[src/rtl/pc_fetch.sv]
`default_nettype none
// ============================================================================
// Module      : pc_fetch
// Description : Program counter and instruction fetch stage in front of a
//               ROM with a 1-cycle registered read. Hands instructions to
//               decode over a valid/ready handshake, accepts jumps on the
//               handshake and stops on a HALT opcode.
//               Optional macro INSTR_COUNT_EN adds a saturating 8-bit count
//               of completed handshakes (port instr_count).
// Revision    : 1.0 - initial release
// ============================================================================
module pc_fetch #(
    parameter int                ADDR_W      = 4,
    parameter int                DATA_W      = 8,
    parameter logic [3:0]        HALT_OPCODE = 4'hF,
    parameter logic [ADDR_W-1:0] RESET_PC    = '0
) (
    input  logic              clk,
    input  logic              rst,
    output logic [ADDR_W-1:0] rom_addr,
    input  logic [DATA_W-1:0] rom_data,
    output logic [DATA_W-1:0] instr,
    output logic              instr_valid,
    input  logic              instr_ready,
    input  logic              jmp_en,
    input  logic [ADDR_W-1:0] jmp_addr,
    output logic [ADDR_W-1:0] pc,
    output logic              halted
`ifdef INSTR_COUNT_EN
    ,
    output logic [7:0]        instr_count
`endif
);

    typedef enum logic [1:0] {
        ST_ISSUE = 2'd0,
        ST_WAIT  = 2'd1,
        ST_HOLD  = 2'd2,
        ST_HALT  = 2'd3
    } state_t;

    localparam logic [ADDR_W-1:0] c_PC_ONE = ADDR_W'(1);

    state_t              r_state;
    logic [ADDR_W-1:0]   r_pc;
    logic [DATA_W-1:0]   r_instr;
    logic                r_valid;
    logic                r_halted;

    logic                w_handshake;
    logic                w_is_halt;

    // instr_valid is high exactly in HOLD, so HOLD alone qualifies the handshake.
    assign w_handshake = (r_state == ST_HOLD) && instr_ready;
    assign w_is_halt   = (r_instr[DATA_W-1 -: 4] == HALT_OPCODE);

    always_ff @(posedge clk) begin
        if (rst) begin
            r_state  <= ST_ISSUE;
            r_pc     <= RESET_PC;
            r_instr  <= '0;
            r_valid  <= 1'b0;
            r_halted <= 1'b0;
        end else begin
            case (r_state)
                ST_ISSUE: begin
                    r_state <= ST_WAIT;
                end
                ST_WAIT: begin
                    r_instr <= rom_data;
                    r_valid <= 1'b1;
                    r_state <= ST_HOLD;
                end
                ST_HOLD: begin
                    if (w_handshake) begin
                        r_valid <= 1'b0;
                        // A HALT instruction leaves pc untouched and ignores any jump.
                        if (w_is_halt) begin
                            r_halted <= 1'b1;
                            r_state  <= ST_HALT;
                        end else begin
                            r_pc    <= jmp_en ? jmp_addr : (r_pc + c_PC_ONE);
                            r_state <= ST_ISSUE;
                        end
                    end
                end
                ST_HALT: begin
                    r_state <= ST_HALT;
                end
                default: begin
                    r_state <= ST_ISSUE;
                end
            endcase
        end
    end

`ifdef INSTR_COUNT_EN
    logic [7:0] r_count;

    always_ff @(posedge clk) begin
        if (rst) begin
            r_count <= 8'h00;
        end else if (w_handshake && (r_count != 8'hFF)) begin
            r_count <= r_count + 8'h01;
        end
    end

    assign instr_count = r_count;
`endif

    assign rom_addr    = r_pc;
    assign pc          = r_pc;
    assign instr       = r_instr;
    assign instr_valid = r_valid;
    assign halted      = r_halted;

endmodule
`default_nettype wire

[config.mk]
export PLATFORM = sky130hd
export DESIGN_NAME = pc_fetch
export DESIGN_NICKNAME = d
export VERILOG_FILES = /design/src/rtl/pc_fetch.sv
export SDC_FILE = /design/constraint.sdc
export NUM_CORES = 1
export LEC_CHECK = 0
export ABC_AREA = 1
export CORE_MARGIN = 2
export CORE_UTILIZATION = 25
export DETAILED_ROUTE_END_ITERATION = 12
export GPL_TIMING_DRIVEN = 0
export SYNTH_ARGS = -nofsm -noshare
export SYNTH_HDL_FRONTEND = slang
export SYNTH_SLANG_ARGS = --single-unit
[constraint.sdc]
create_clock -name clk -period 1.5 [get_ports clk]
set_input_delay 0.3 -clock clk [delete_from_list [all_inputs] [get_ports clk]]
set_output_delay 0.3 -clock clk [all_outputs]
set_load 0.01 [all_outputs]
# --- Word-level counts from Yosys, hierarchy flattened ---
# Cells that the tools add are included.
op_classes:
  addsub: 1
  n_mux: 6
  n_reduce_logical: 6
  n_eq_ne: 5
  bitwise: 1
op_table:
  columns: ["cell", "count"]
  rows:
  - ["case mux 2 bit (4 select lines)", 1]
  - ["AND reduction 3 bit", 2]
  - ["adder 4 x 1 -> 4 bit (second input constant)", 1]
  - ["equality test 2 bit (second input constant)", 2]
  - ["equality test 4 bit (second input constant)", 1]
  - ["two-way mux 2 bit", 2]
  - ["two-way mux 4 bit", 1]
  - ["equality test 2 x 1 -> 1 bit (second input constant)", 1]
  - ["logical NOT 2 bit", 1]
  - ["!= test 2 bit (second input constant)", 1]
  - ["case mux 1 bit (2 select lines)", 1]
  - ["AND reduction 2 bit", 1]
  - ["nonzero test 2 bit", 1]
  - ["logical AND 1 bit", 1]
  - ["two-way mux 1 bit", 1]
  - ["NOT 1 bit", 1]
totals:
  in_bits: 16
  elab_cells: 24
  out_inout_bits: 18
  ff_bits: 16

# --- Logic depth before layout (Yosys ltp) ---
# Gate-level depths: netlist (run 1).
logic_depth:
  ltp_word: 4
  depth_mapped: 7
  depth_no_buf: 7

# --- Least setup slack after synthesis (run 1) ---
# No wires, ideal clock.
synth_timing:
  path_type: "reg-to-reg"
  startpoint: "reg r_pc[0], in the netlist pc[0]"
  endpoint: "reg r_pc[2], in the netlist pc[2]"
  path_buffers: 0
  path_stages_with_launch: 7
  period_less_slack_ns: 1.154
  slack_ns: 0.346
  required_ns: 1.384
  t_arrival_ns: 1.038
  setup_ns: 0.116
  cell_sequence: "dfxtp_1 ha_1 or2_2 nand3_1 nand2_1 nand2_1 a21oi_1"
synth_between:
  elab_chain_cells: 2
synth_rtl:
  columns: ["item", "line", "text"]
  rows:
  - ["start, declared", "45", "logic [ADDR_W-1:0] r_pc;"]
  - ["start signal, assigned", "82", "r_pc <= jmp_en ? jmp_addr : (r_pc + c_PC_ONE);"]
  - ["adder 4 x 1 -> 4 bit", "82", null]
  - ["two-way mux 4 bit", "82", null]
# Every way passes these cells.
# A chain may end at the register's enable or synchronous reset.

# --- Worst setup path in the final report (run 1) ---
layout_timing:
  startpoint: "reg r_instr[1], in the netlist instr[1]"
  endpoint: "out instr[1]"
layout_rtl:
  columns: ["item", "line", "text"]
  rows:
  - ["start, declared", "46", "logic [DATA_W-1:0] r_instr;"]
  - ["start signal, assigned", "70", "r_instr <= rom_data;"]
  - ["end, declared", "22", "output logic [DATA_W-1:0] instr,"]
# No word-level cell between the ends.

==> results of run 1 <==
## cell usage in the layout, fill, tap and decap left out, types with 2 or more instances in the layout
| master | n |
|---|---|
| dfxtp_1 | 12 |
| o21ai_1 | 2 |
| dfxtp_4 | 3 |
| inv_1 | 8 |
| dlygate4sd2_1 | 10 |
| nor2_1 | 22 |
| nand2_1 | 16 |
| a21oi_1 | 6 |
| clkbuf_4 | 3 |
| buf_4 | 5 |
| inv_2 | 2 |
| clkdlybuf4s50_1 | 16 |
| o21ai_0 | 10 |
| dlymetal6s2s_1 | 7 |
| nand3_1 | 4 |
| nor2_4 | 2 |
## synthesized netlist by cell type
cell type   n  area share
nand4_1     1      0.0086
nor2_2      1      0.0086
nand2_2     1      0.0086
nand2_1    16       0.082
o21ai_0    10       0.068
a21oi_2     1       0.012
buf_4       4       0.041
buf_2       1      0.0068
dfxtp_1    16        0.44
ha_1        1       0.017
nand3_1     4       0.027
a21oi_1     6       0.041
inv_2       2       0.010
nand2_4     1       0.015
nor2_1     22        0.11
nor2_4      2       0.031
clkinv_2    1      0.0068
or2_2       1      0.0086
inv_1       8       0.041
o21ai_1     2       0.014
## worst paths after layout
check                                         startpoint                       end  slack, ns  cells after the start
worst min register to register  instr_valid$_SDFFE_PP0P_  instr_valid$_SDFFE_PP0P_       0.50                      2
worst max-delay path               instr[1]$_SDFFE_PP0P_                  instr[1]       0.05                      1
worst max register to register        pc[0]$_SDFFE_PP0P_        pc[2]$_SDFFE_PP0P_       0.32                      6
worst min-delay path            instr_valid$_SDFFE_PP0P_  instr_valid$_SDFFE_PP0P_       0.50                      2
## power by group
group / leakage [nW] / switching [mW] / internal, mW
combinational: 0.508 / 0.126 / 0.129
clock: 0.0138 / 0.130 / 0.0934
sequential: 0.134 / 0.0313 / 0.467
total: 0.656 / 0.287 / 0.690
## cells by family (layout without fill, tap and decap cells)
logic type,after synthesis,after routing,synth area share
buffers and inverters,16,53,0.1062
AND/OR/NAND/NOR,49,49,0.3031
AO/OA/AOI/OAI,19,19,0.1353
flip-flops,16,16,0.4384
adder cells (fa/ha/maj),1,1,0.01712
## timing repair
| action | CTS | global route |
|---|---|---|
| setup buffers | 1 | 0 |
| endpoints found under the setup margin | 11 | 7 |
| resized for setup | 17 | 7 |
| hold endpoints to repair | 0 | 0 |
## state kept, by name (all words and copies together), names as in the netlist
name         flops
instr_valid      1
pc               4
instr            8
halted           1
r_state          2
## cell type report
| cell class | count | share of cell area |
|---|---|---|
| timing repair buffer | 34 | 0.2988 |
| sequential | 16 | 0.2901 |
| multi-input combinational | 69 | 0.2901 |
| inverter | 11 | 0.03708 |
| tap | 31 | 0.03381 |
| buffer | 5 | 0.03053 |
| clock buffer | 3 | 0.01963 |
## metrics by stage
step / instances / util / total power [mW]
floorplan: 101 / - / 0.6325
global placement: 165 / 0.3988 / 0.7782
detailed placement: 165 / 0.3988 / 0.7851
CTS: 169 / 0.4097 / 0.9981
global route: 169 / 0.4161 / 1.039
finish: 169 / 0.4161 / 0.9765
## per-layer routing
layer  part of all wire  routed length [microns]  track usage  up-vias
li1                   -                        -            -      393
met2               0.45                      829       0.1997       33
met5                  0                        0            0        -
met4              0.021                       38      0.05980        0
met1               0.43                      788       0.1415      338
met3               0.10                      193      0.04241        5
==> summary.txt, run 1 <==
Status
  – Status: finished, final reports clean

Finish
  – Layout cells sized above 1: 0.1667
  – Multi-input gate area: 332.8 sq um
  – Area grow syn2layout: 57.02%
  – Layout Nets: 157
  – Antenna Diode Count: 0
  – Filler instances: 292
  – Sequential Area: 332.8 sq um
  – Finished Cell Area: 1147 sq um

Die
  – Die area: 3371 sq um
  – Starting Density: 0.2650
  – Die Ht: 58.06 microns
  – Die X: 58.06 microns
  – Core area: 2758 sq um
  – IO Count: 34
  – FP Rows: 19

Job
  – Max-cap viol count: 0

Worst setup path
  – Worst Setup Path Type: reg -> out
  – CP Data Arrival Time: 1.15 ns
  – Startpoint Class: flip-flop
  – Buf/Inv on CP: 1
  – Cell Chain, Critical Path: clkdlybuf4s50_1
  – Crit Path Max Fanout: 2
  – Required time of the critical path: 1.20 ns
  – CP Capture Type: primary output
  – Worst path max stage delay: 0.53 ns
  – CP top delay family: buffers and inverters
  – CP max stage cell: clkdlybuf4s50_1

GRT
  – Initial antenna violation count: 0
  – Gr ovfl total: 0
  – Vias in the first global route: 729
  – GR Util All Layers: 0.1221
  – Global-route wire length before repair: 3180 microns
  – Pin count of the biggest net entering global routing: 11

Detailed routing
  – Avg WL per Cell: 10.95 microns
  – Routed Antenna Nets: 0
  – Number of remaining DRC errors: 0
  – Vias: 769
  – Detailed Route WL: 1850 microns
  – Drt pass-1 iters: 2
  – Drt via density: 4.550
  – Initial DRC count: 9

Timing
  – RSZ-0062 raised after global routing: no
  – Fin. max-slew vios: 0
  – WHS: 0.4974 ns
  – Final count of negative-setup-slack endpoints: 0
  – Tmin final: 1.447 ns
  – FMAX: 691.1 MHz
  – Setup TNS: 0 ns
  – Clock skew: 0.004895 ns
  – Final worst setup slack: 0.05305 ns
  – Hold Vio Cnt, Final: 0
  – Rel. slew slack: 0.8150
  – Slew of the pin with the lowest slew margin: 0.2766 ns
  – Final period util: 0.9646

CTS
  – Root Buffer: clkbuf_4
  – CTS sink cnt: 16
  – Skew-Pair Late Insertion Delay: 0.29 ns
  – Hold Buf Count CTS: 0
  – Clk pin slew, worst setup/hold paths: 0.09 ns
  – Clock Path Buffers: 2
  – CTS Buf Count: 3
  – Number of H-tree levels: 1
  – CTS tree: built

Placed design
  – Area post-placement: 1100 sq um
  – Post-DP HPWL: 1350 microns
  – Worst slack at placement: 0.04252 ns
  – Placer congestion estimate: 0.6993
  – IO Port Bufs: 33

Hold path
  – Worst Hold Class: reg -> reg

Power
  – Leakage power: 0.6562 nW
  – Power Dens Cells: 851.1 nW/um^2
  – Max VDD drop: 602.0 uV

Yosys
  – Synth unique cells: 20
  – Synth warn: 0
  – Mapped Avg Cell Area: 7.235 sq um
  – Synthesized cell area: 730.7 sq um
  – Synthesized netlist cell count: 101
  – Yosys reg bits: 16
  – Net count after synthesis: 118
  – Post-synthesis sequential area ratio: 0.4384
Power figures use the tool's default switching activity.
==> run 2: changes to the inputs <==
--- a/config.mk
+++ b/config.mk
@@ -8,6 +8,7 @@
 export ABC_AREA = 1
 export CORE_MARGIN = 2
 export CORE_UTILIZATION = 25
+export CTS_BUF_LIST = sky130_fd_sc_hd__clkbuf_16
 export DETAILED_ROUTE_END_ITERATION = 12
 export GPL_TIMING_DRIVEN = 0
 export SYNTH_ARGS = -nofsm -noshare
==> summary.txt, run 2 (synthesis results as in run 1) <==
Status
  – Status: finished, final reports clean

Finish
  – Multi-input gate area: 332.8 sq um (unchanged)
  – Non-Filler Instances: 168 (-0.59%)
  – Area grow syn2layout: 62.16%
  – Filler instances: 293 (+0.34%)
  – Layout cells sized above 1: 0.1606 (-0.006083)
  – Most common cell after layout, fill and taps aside: clkdlybuf4s50_1
  – Antenna Diode Count: 0 (unchanged)
  – Sequential Area: 332.8 sq um (unchanged)
  – Max reg flops: 8 (unchanged)
  – Commonest cells after routing, fill and taps aside: clkdlybuf4s50_1, nor2_1, nand2_1, dfxtp_1, o21ai_0
  – Layout Nets: 156 (-0.64%)

Detailed routing
  – Avg WL per Cell: 10.72 microns (-2.1%)
  – Drt via density: 4.542 (-0.19%)
  – Initial DRC count: 11 (+2)
  – Detailed Route WL: 1801 microns (-2.6%)
  – Vias: 763 (-0.78%)
  – Number of remaining DRC errors: 0 (unchanged)
  – Routed Antenna Nets: 0 (unchanged)
  – Drt pass-1 iters: 2 (unchanged)

Die
  – Die X: 58.06 microns (unchanged)
  – Core area: 2758 sq um (unchanged)
  – IO Count: 34 (unchanged)
  – FP Rows: 19 (unchanged)
  – Die Ht: 58.06 microns (unchanged)
  – Die area: 3371 sq um (unchanged)
  – Starting Density: 0.2650 (unchanged)

Hold path
  – Worst Hold Class: reg -> reg
  – Hold Startpoint: halted$_SDFFE_PP0P_

Timing
  – Fin. max-slew vios: 0 (unchanged)
  – Tmin final: 1.453 ns (+0.005646 ns)
  – Slew of the pin with the lowest slew margin: 0.2754 ns (-0.001210 ns)
  – Final period util: 0.9684 (+0.003764)
  – FMAX: 688.4 MHz (-0.39%)
  – Hold Vio Cnt, Final: 0 (unchanged)
  – Final count of negative-setup-slack endpoints: 0 (unchanged)
  – RSZ-0062 raised after global routing: no
  – Setup TNS: 0 ns (unchanged)
  – Clock skew: 0.001326 ns (-0.003570 ns)
  – Rel. slew slack: 0.8158 (about the same)
  – Final worst setup slack: 0.04741 ns (-0.005646 ns)

Worst setup path
  – CP startpoint: pc[1]$_SDFFE_PP0P_
  – CP Capture Type: primary output
  – R2R Path Start: pc[0]$_SDFFE_PP0P_
  – Cell Chain, Critical Path: clkdlybuf4s50_1
  – CP max stage cell: clkdlybuf4s50_1
  – Buf/Inv on CP: 1 (unchanged)
  – Startpoint Class: flip-flop
  – Worst path max stage delay: 0.54 ns (about the same)
  – CP top delay family: buffers and inverters
  – Worst Setup Path Type: reg -> out
  – CP Data Arrival Time: 1.15 ns (about the same)
  – Required time of the critical path: 1.20 ns (about the same)
  – Crit Path Max Fanout: 6 (+4)

CTS
  – CTS Buf Count: 3 (unchanged)
  – Number of H-tree levels: 1 (unchanged)
  – CTS tree: built
  – Root Buffer: clkbuf_16
  – Skew-Pair Late Insertion Delay: 0.24 ns (-0.05 ns)
  – CTS sink cnt: 16 (unchanged)
  – Clock Path Buffers: 2 (unchanged)
  – Clk pin slew, worst setup/hold paths: 0.05 ns (-0.04 ns)
  – Setup bufs post-CTS: 0 (-1)

GRT
  – Vias in the first global route: 746 (+2.3%)
  – Pin count of the biggest net entering global routing: 11 (unchanged)
  – Gr ovfl total: 0 (unchanged)
  – GR Util All Layers: 0.1207 (-0.001331)
  – Initial antenna violation count: 0 (unchanged)
  – Global-route wire length before repair: 3194 microns (+0.44%)

Job
  – Max-cap viol count: 0 (unchanged)

Placed design
  – Worst slack at placement: 0.04252 ns (unchanged)
  – Post-DP HPWL: 1350 microns (unchanged)
  – DP Cell Count: 165 (unchanged)
  – Placer congestion estimate: 0.6993 (unchanged)
  – IO Port Bufs: 33 (unchanged)

Power
  – Power Dens Cells: 1068 nW/um^2 (+25%)
  – Leakage power: 0.5502 nW (-16%)
  – Max VDD drop: 656.5 uV (+9.1%)
-- run 2: cell count changes in the layout (fill, tap and decap cells not counted), sizes merged --
| cell | previous run | this run |
|---|---|---|
| clkdlybuf4s50 | 16 | 28 |
| dlygate4sd2 | 10 | 4 |
| dlymetal6s2s | 7 | 1 |
| buf | 6 | 5 |
-- run 2: per-layer routing --
metal  up-vias  share of wire  global-route usage
met1       341           0.43              0.1403
met4         0         0.0050             0.04983
met2        30           0.47              0.2013
li1        390              -                   -
met5         -              0                   0
met3         2          0.086             0.04241
-- run 2: worst paths after layout --
path | slack [ns] | cells past startpoint | endpoint
worst max register to register | 0.33 | 6 | pc[2]$_SDFFE_PP0P_
worst min-delay path | 0.50 | 2 | halted$_SDFFE_PP0P_
worst max-delay path | 0.05 | 1 | pc[1]
worst min register to register | 0.50 | 2 | halted$_SDFFE_PP0P_
-- run 2: what timing repair did --
item	in CTS	in global routing
resized for setup	11	1
endpoints found under the setup margin	8	1
pin swaps	0	0
hold buffers	0	0
-- run 2: through the flow --
stage / power, mW / hold WS, ns / utilization / instance area [sq um]
after global routing: 1.336 / 0.5345 / 0.4297 / 1185
after floorplan: 0.6325 / 0.3624 / - / 730.7
final: 1.265 / 0.4998 / 0.4297 / 1185
after global placement: 0.7782 / 0.4712 / 0.3988 / 1100
after CTS: 1.289 / 0.4837 / 0.4288 / 1182
after detailed placement: 0.7851 / 0.4697 / 0.3988 / 1100
-- run 2: power by group --
group          internal (mW)  leakage, nW  switching, mW  total (mW)
clock network          0.348       0.0370          0.148       0.496
logic                  0.142        0.379          0.124       0.267
registers              0.470        0.134         0.0332       0.503
total                  0.961        0.550          0.305        1.27
-- run 2: worst min-delay path, stage by stage (launching register included) --
cell,delay (ns)
dfxtp_1,0.35
a21oi_1,0.05
nor2_1,0.07
-- run 2: layout make-up --
| class | instances | share of cell area |
|---|---|---|
| flip-flops and latches | 16 | 0.2809 |
| multi-input cells | 69 | 0.2809 |
| repair buffers | 33 | 0.2767 |
| clock buffers | 3 | 0.06336 |
| inverters | 11 | 0.03590 |
| well taps | 31 | 0.03273 |
| plain buffers | 5 | 0.02957 |
